### src/rtl/lsu_pkg.sv
// Shared types and constants for the LSU address translation/issue unit.
// Exception codes, FSM states, DMW field layout and inter-stage bundles.
package lsu_pkg;

  typedef enum logic [2:0] {
    EXC_NONE = 3'd0,
    EXC_ALE  = 3'd1,
    EXC_ADEM = 3'd2,
    EXC_TLBR = 3'd3,
    EXC_PIL  = 3'd4,
    EXC_PIS  = 3'd5,
    EXC_PPI  = 3'd6,
    EXC_PME  = 3'd7
  } exc_e;

  typedef enum logic [1:0] {
    S_IDLE,
    S_LOOKUP,
    S_ISSUE,
    S_DONE
  } state_e;

  localparam int DMW_W    = 10;
  localparam int DMW_PLV0 = 9;
  localparam int DMW_PLV3 = 8;
  localparam int DMW_VSEG = 5;
  localparam int DMW_PSEG = 2;
  localparam int DMW_MAT  = 0;

  localparam logic [5:0] PS_2M = 6'd21;

  typedef struct packed {
    logic [31:0] vaddr;
    logic [31:0] wdata;
    logic        store;
    logic        load;
    logic [1:0]  size;
  } op_t;

  typedef struct packed {
    exc_e        exc;
    logic [31:0] paddr;
    logic [1:0]  mat;
  } res_t;

endpackage

### src/rtl/lsu_dmw_match.sv
// Priority match of a virtual segment against the DMW windows.
// The lowest-numbered hitting window supplies pseg and mat.
module lsu_dmw_match
  import lsu_pkg::*;
#(
  parameter int NUM_DMW = 2
) (
  input  logic [NUM_DMW*DMW_W-1:0] csr_dmw,
  input  logic [1:0]               plv,
  input  logic [2:0]               vseg,
  output logic                     hit,
  output logic [2:0]               pseg,
  output logic [1:0]               mat
);

  // scan high to low so the lowest index overrides
  always_comb begin
    hit  = 1'b0;
    pseg = '0;
    mat  = '0;
    for (int i = NUM_DMW - 1; i >= 0; i--) begin
      if (csr_dmw[i*DMW_W+DMW_VSEG +: 3] == vseg &&
          ((plv == 2'd0 && csr_dmw[i*DMW_W+DMW_PLV0]) ||
           (plv == 2'd3 && csr_dmw[i*DMW_W+DMW_PLV3]))) begin
        hit  = 1'b1;
        pseg = csr_dmw[i*DMW_W+DMW_PSEG +: 3];
        mat  = csr_dmw[i*DMW_W+DMW_MAT +: 2];
      end
    end
  end

endmodule

### src/rtl/lsu_xlate_issue.sv
// EXE-side load/store unit: translate, check, issue to data SRAM.
// Bounds outstanding requests and hands the result to MEM.
module lsu_xlate_issue
  import lsu_pkg::*;
#(
  parameter int NUM_DMW   = 2,
  parameter int MAX_OUTST = 2
) (
  input  logic                     clk,
  input  logic                     resetn,
  input  logic                     flush,
  input  logic                     in_valid,
  output logic                     in_ready,
  input  logic [31:0]              in_vaddr,
  input  logic [31:0]              in_wdata,
  input  logic                     in_store,
  input  logic                     in_load,
  input  logic [1:0]               in_size,
  input  logic [1:0]               csr_plv,
  input  logic                     csr_da,
  input  logic [1:0]               csr_datm,
  input  logic [9:0]               csr_asid,
  input  logic [NUM_DMW*DMW_W-1:0] csr_dmw,
  output logic [18:0]              tlb_vppn,
  output logic                     tlb_va_bit12,
  output logic [9:0]               tlb_asid,
  input  logic                     tlb_found,
  input  logic                     tlb_v,
  input  logic                     tlb_d,
  input  logic [19:0]              tlb_ppn,
  input  logic [5:0]               tlb_ps,
  input  logic [1:0]               tlb_plv,
  input  logic [1:0]               tlb_mat,
  output logic                     req,
  output logic                     wr,
  output logic [1:0]               size,
  output logic [3:0]               wstrb,
  output logic [31:0]              addr,
  output logic [31:0]              wdata,
  input  logic                     addr_ok,
  input  logic                     data_ok,
  output logic                     out_valid,
  input  logic                     out_ready,
  output logic [2:0]               out_exc,
  output logic [31:0]              out_paddr,
  output logic [1:0]               out_mat,
  output logic                     out_load
);

  localparam logic [2:0] MAXC = 3'(MAX_OUTST);

  state_e      st, st_n;
  op_t         op;
  res_t        res, xl;
  logic [2:0]  cnt;
  logic [31:0] va;
  logic        accept, fire;
  logic        hit, tlb_path, ale, adem;
  logic [2:0]  dseg;
  logic [1:0]  dmat;

  assign va       = op.vaddr;
  assign in_ready = (st == S_IDLE) |
                    ((st == S_DONE) & out_ready);
  assign accept   = in_ready & in_valid & ~flush;
  assign req      = (st == S_ISSUE) & ~flush &
                    (cnt < MAXC);
  assign fire     = req & addr_ok;

  assign tlb_vppn     = va[31:13];
  assign tlb_va_bit12 = va[12];
  assign tlb_asid     = csr_asid;

  assign wr        = op.store;
  assign size      = op.size;
  assign addr      = res.paddr;
  assign out_valid = (st == S_DONE);
  assign out_exc   = res.exc;
  assign out_paddr = res.paddr;
  assign out_mat   = res.mat;
  assign out_load  = op.load;

  lsu_dmw_match #(.NUM_DMW(NUM_DMW)) u_dmw (
    .csr_dmw (csr_dmw),
    .plv     (csr_plv),
    .vseg    (va[31:29]),
    .hit     (hit),
    .pseg    (dseg),
    .mat     (dmat)
  );

  assign tlb_path = ~csr_da & ~hit;
  assign ale  = (op.size == 2'd1 & va[0]) |
                (op.size == 2'd2 & |va[1:0]);
  assign adem = va[31] & (csr_plv == 2'd3) &
                ~csr_da & ~hit;

  // address translation and prioritised exception check
  always_comb begin
    xl.paddr = va;
    xl.mat   = csr_datm;
    xl.exc   = EXC_NONE;
    if (!csr_da) begin
      if (hit) begin
        xl.paddr = {dseg, va[28:0]};
        xl.mat   = dmat;
      end else begin
        xl.mat = tlb_mat;
        if (tlb_ps == PS_2M)
          xl.paddr = {tlb_ppn[19:9], va[20:0]};
        else
          xl.paddr = {tlb_ppn, va[11:0]};
      end
    end
    if (ale)
      xl.exc = EXC_ALE;
    else if (adem)
      xl.exc = EXC_ADEM;
    else if (tlb_path) begin
      if (!tlb_found)
        xl.exc = EXC_TLBR;
      else if (!tlb_v)
        xl.exc = op.store ? EXC_PIS : EXC_PIL;
      else if (csr_plv > tlb_plv)
        xl.exc = EXC_PPI;
      else if (op.store && !tlb_d)
        xl.exc = EXC_PME;
    end
  end

  // store lane strobes and data replication
  always_comb begin
    wstrb = 4'b1111;
    wdata = op.wdata;
    unique case (op.size)
      2'd0: begin
        wstrb = 4'b0001 << va[1:0];
        wdata = {4{op.wdata[7:0]}};
      end
      2'd1: begin
        wstrb = va[1] ? 4'b1100 : 4'b0011;
        wdata = {2{op.wdata[15:0]}};
      end
      default: ;
    endcase
    if (!op.store)
      wstrb = 4'b0000;
  end

  // next-state logic; flush returns to idle from anywhere
  always_comb begin
    st_n = st;
    unique case (st)
      S_IDLE:   if (accept) st_n = S_LOOKUP;
      S_LOOKUP: st_n = (xl.exc != EXC_NONE) ?
                       S_DONE : S_ISSUE;
      S_ISSUE:  if (fire) st_n = S_DONE;
      S_DONE:   if (out_ready)
                  st_n = accept ? S_LOOKUP : S_IDLE;
      default:  st_n = S_IDLE;
    endcase
    if (flush)
      st_n = S_IDLE;
  end

  // state register
  always_ff @(posedge clk) begin
    if (!resetn) st <= S_IDLE;
    else         st <= st_n;
  end

  // capture the accepted op
  always_ff @(posedge clk) begin
    if (!resetn)
      op <= '0;
    else if (accept)
      op <= '{vaddr: in_vaddr, wdata: in_wdata,
              store: in_store, load: in_load,
              size:  in_size};
  end

  // capture translation result at the end of lookup
  always_ff @(posedge clk) begin
    if (!resetn)
      res <= '0;
    else if (st == S_LOOKUP && !flush)
      res <= xl;
  end

  // outstanding request counter, survives flush
  always_ff @(posedge clk) begin
    if (!resetn)
      cnt <= '0;
    else begin
      unique case ({fire, data_ok})
        2'b10: if (cnt < MAXC) cnt <= cnt + 3'd1;
        2'b01: if (cnt != 3'd0) cnt <= cnt - 3'd1;
        default: ;
      endcase
    end
  end

endmodule

### config.mk
export PLATFORM = sky130hd
export DESIGN_NAME = lsu_xlate_issue
export DESIGN_NICKNAME = d
export VERILOG_FILES = /design/src/rtl/lsu_pkg.sv /design/src/rtl/lsu_dmw_match.sv /design/src/rtl/lsu_xlate_issue.sv
export SDC_FILE = /design/constraint.sdc
export NUM_CORES = 1
export LEC_CHECK = 0
export ABC_AREA = 1
export CAP_MARGIN = 20
export CORE_MARGIN = 5
export CORE_UTILIZATION = 30
export CTS_CLUSTER_DIAMETER = 100
export DETAILED_ROUTE_END_ITERATION = 6
export MAX_ROUTING_LAYER = met4
export SETUP_SLACK_MARGIN = 0.5
export SYNTH_ARGS = -nofsm -noshare
export SYNTH_HDL_FRONTEND = slang
export SYNTH_SLANG_ARGS = --single-unit
### constraint.sdc
create_clock -name clk -period 2.2 [get_ports clk]
set_input_delay 0.44 -clock clk [delete_from_list [all_inputs] [get_ports clk]]
set_output_delay 0.44 -clock clk [all_outputs]
set_load 0.1 [all_outputs]
==> load_flow_metrics.sql <==
INSERT INTO impl_metrics (metric_group, metric, value, unit) VALUES
('synth', 'yosys.area_share.adder', '1.72', '%'),
('power_and_ir_drop', 'power_density', '731', 'nW/µm²'),
('synth', 'yosys-top-cells-area', 'dfxtp_1 (40%), nand2_1 (10%), buf_4 (9.6%), o21ai_0 (9.1%), nor2_1 (8.8%)', ''),
('grt', 'grt_max_degree', '63', ''),
('grt', 'grt_pass1_wl', '31.5', 'mm'),
('place', 'numPlacedInstances', '1207', ''),
('floorplan', 'io-pin-count', '285', ''),
('timing', 'grt_setup_unrepaired', 'true', ''),
('hold_path', 'hold_depth', '1', ''),
('grt', 'grt_pass1_vias', '5526', ''),
('worst_setup_path', 'regToRegEndpoint', 'cnt[2]$_SDFFE_PN0P_', ''),
('worst_setup_path', 'critical_path_required', '1.76', 'ns'),
('clock_network', 'cts_made_buffers', '9', ''),
('floorplan', 'rows', '49', ''),
('worst_setup_path', 'critical_path.endpoint_type', 'output port', ''),
('clock_network', 'clock_root_buffer', 'clkbuf_16', ''),
('timing', 'hold_violation_total_from_the_final_report', '0', ''),
('timing', 'fmax', '511', 'MHz'),
('clock_network', 'cts_num_sinks', '110', ''),
('synth', 'synth_simple_gate_area_share', '23.2', '%'),
('floorplan', 'initial_util', '30.6', '%'),
('floorplan', 'die_w', '146', 'µm'),
('worst_setup_path', 'worst-r2r-setup-slack', '0.49', 'ns'),
('synth', 'muxShareOfSynthArea', '0', '%'),
('clock_network', 'clk-insertion-delay-late', '0.36', 'ns'),
('synth', 'post-synth-top-count-cell', 'nand2_1', ''),
('hold_path', 'holdCritPathClass', 'register to register', ''),
('detailed_routing', 'iteration_0_drc_markers', '254', ''),
('synth', 'synth.top_cell.area_share', '39.8', '%'),
('status', 'outcome', 'finished, final reports clean', ''),
('place', 'post_detail_place_hpwl', '15.2', 'mm'),
('timing', 'timing.max_slew.rel_slack', '76.4', '%'),
('timing', 'final.min_clock_period', '1.96', 'ns'),
('synth', 'synth_compound_gate_area_share', '17.7', '%'),
('synth', 'synth-xor-area-share', '0.158', '%'),
('detailed_routing', 'detailed_route_wl', '20.4', 'mm'),
('power_and_ir_drop', 'vdd_ir_drop_max', '0.363', 'mV'),
('clock_network', 'cts_hold_buffers', '0', ''),
('layout', 'fin_nets', '1165', ''),
('clock_network', 'clockBufferDepth', '2', ''),
('worst_setup_path', 'critPathKind', 'register to output port', ''),
('clock_network', 'cts_max_level', '3', ''),
('layout', 'final_layout_size_suffix_gt1_share', '34.7', '%'),
('detailed_routing', 'pre_antenna_drt_iters', '4', ''),
('synth', 'synth_cells', '792', ''),
('synth', 'synth-edff-count', '0', ''),
('power_and_ir_drop', 'p_leak', '4.04', 'nW'),
('synth', 'syn-cell-area', '5530', 'µm²'),
('synth', 'count_of_state_elements_after_synthesis', '110', ''),
('power_and_ir_drop', 'total_power', '0.00679', 'W'),
('layout', 'area.growth.synth_to_final', '68.0', '%'),
('synth', 'mappedNetlistNets', '942', ''),
('timing', 'fin_setup_tns', '0', 'ns'),
('floorplan', 'fp.dieArea', '21300', 'µm²'),
('synth', 'ys_warn_count', '0', ''),
('synth', 'seq_area_frac_synth', '39.8', '%'),
('synth', 'synth_top_cells_by_count', 'nand2_1 (147), nor2_1 (130), dfxtp_1 (110)', ''),
('detailed_routing', 'route.detailed.vias_per_inst', '4.56', ''),
('worst_setup_path', 'reg_to_reg_critical_path_startpoint', 'st[0]$_SDFFE_PP0P_', ''),
('detailed_routing', 'antenna_violating_nets_post_route', '0', ''),
('clock_network', 'clock_tree_from_tritoncts', 'done', ''),
('clock_network', 'clkSlewWorstSetupHoldPaths', '0.07', 'ns'),
('worst_setup_path', 'worst_r2r_path_depth', '10', ''),
('floorplan', 'placeableCoreArea', '18100', 'µm²'),
('floorplan', 'fp.dieH', '146', 'µm'),
('layout', 'final_cell_count_no_fill', '1250', ''),
('grt', 'initial_antenna_violation_count', '1', ''),
('timing', 'fin_skew', '0.0109', 'ns'),
('synth', 'synth.avg_cell_area', '6.98', 'µm²'),
('layout', 'final_core_util', '51.4', '%'),
('timing', 'post-route-period-util', '88.9', '%');
cells in the final DEF, fill, tap and decap left out, types with 4 or more instances in the layout:
cell type	instances
nor2_2	8
o21ai_0	62
nand2_2	25
inv_2	8
a21oi_1	48
o21ai_1	30
clkdlybuf4s50_1	117
nand2_1	109
dfxtp_2	32
dlymetal6s2s_1	6
inv_1	54
dfxtp_1	70
nor2_1	122
o211ai_1	19
buf_12	36
dlygate4sd2_1	7
a21oi_4	4
o21ai_4	6
nand2_4	13
o21ai_2	4
buf_6	15
a21oi_2	4
ha_4	4
nand3_1	12
clkbuf_16	10
dfxtp_4	8
inv_4	4
nand3_4	4
nand3_2	8
buf_4	136
cell type report:
type	instances	area (µm²)
antenna	1	2.50
clock buffer	12	278
clock inverter	4	26.3
fill	1738	8790
inverter	69	290
multi-input combinational	504	2880
sequential	110	2270
tap	229	287
timing repair buffer	321	3260
metrics by stage:
| step | area [µm²] | setup slack (ns) |
|---|---|---|
| 2_1_floorplan | 5900 | -0.312 |
| 3_3_place_gp | 8410 | 0.0525 |
| 3_5_place_dp | 8410 | 0.00362 |
| 4_1_cts | 8990 | 0.225 |
| 5_1_grt | 9290 | 0.157 |
| 6_report | 9290 | 0.244 |
metal layers:
layer  share of wire, %  GRT usage (%)  wire (µm)  vias to the layer above
li1                   -              -          -                     2915
met2                 49           31.5      10000                      149
met5                  0              -          0                        -
met4                1.2           5.94        242                        0
met1                 45           24.0       9230                     2625
met3                4.5           3.18        924                       16
flip-flops by register name (all words and copies together) (netlist names):
signal	flops
out_mat	2
size	2
va	32
op	32
out_load	1
st	2
wr	1
cnt	3
out_exc	3
addr	32
power breakdown:
group	total (W)	switching [W]	internal, W
clock network	0.00167	0.000773	0.000901
logic	0.00283	0.00189	0.000941
registers	0.00229	0.000137	0.00215
worst max path at each step:
stage,start,endpoint,slack [ns],cells after the start
floorplan,size[0]$_SDFFE_PN0P_,wdata[24],-0.31,4
global placement,csr_plv[1],st[0]$_SDFFE_PP0P_,0.05,12
detailed placement,csr_plv[1],st[0]$_SDFFE_PP0P_,0.004,12
CTS,size[1]$_SDFFE_PN0P_,wdata[26],0.23,5
global route,size[1]$_SDFFE_PN0P_,wdata[26],0.16,5
finish,size[1]$_SDFFE_PN0P_,wdata[28],0.24,5
repair_timing:
action,CTS,global route
gates resized for setup,59,77
cloned,1,0
pin swaps,26,29
setup endpoints to repair,109,56
buffers inserted,17,8
worst max-delay path, cell delays in order (launching register included):
cell      delay, ns
dfxtp_4        0.39
nor2_4         0.14
buf_6          0.15
nand2_1        0.10
o211ai_1       0.17
buf_12         0.22
cell families after synthesis:
kind of cell / Yosys count
AO/OA/AOI/OAI: 182
buffers and inverters: 178
AND/OR/NAND/NOR: 314
flip-flops: 110
XOR/XNOR: 1
adder cells (fa/ha/maj): 7
(Power assumes the default switching activity.)
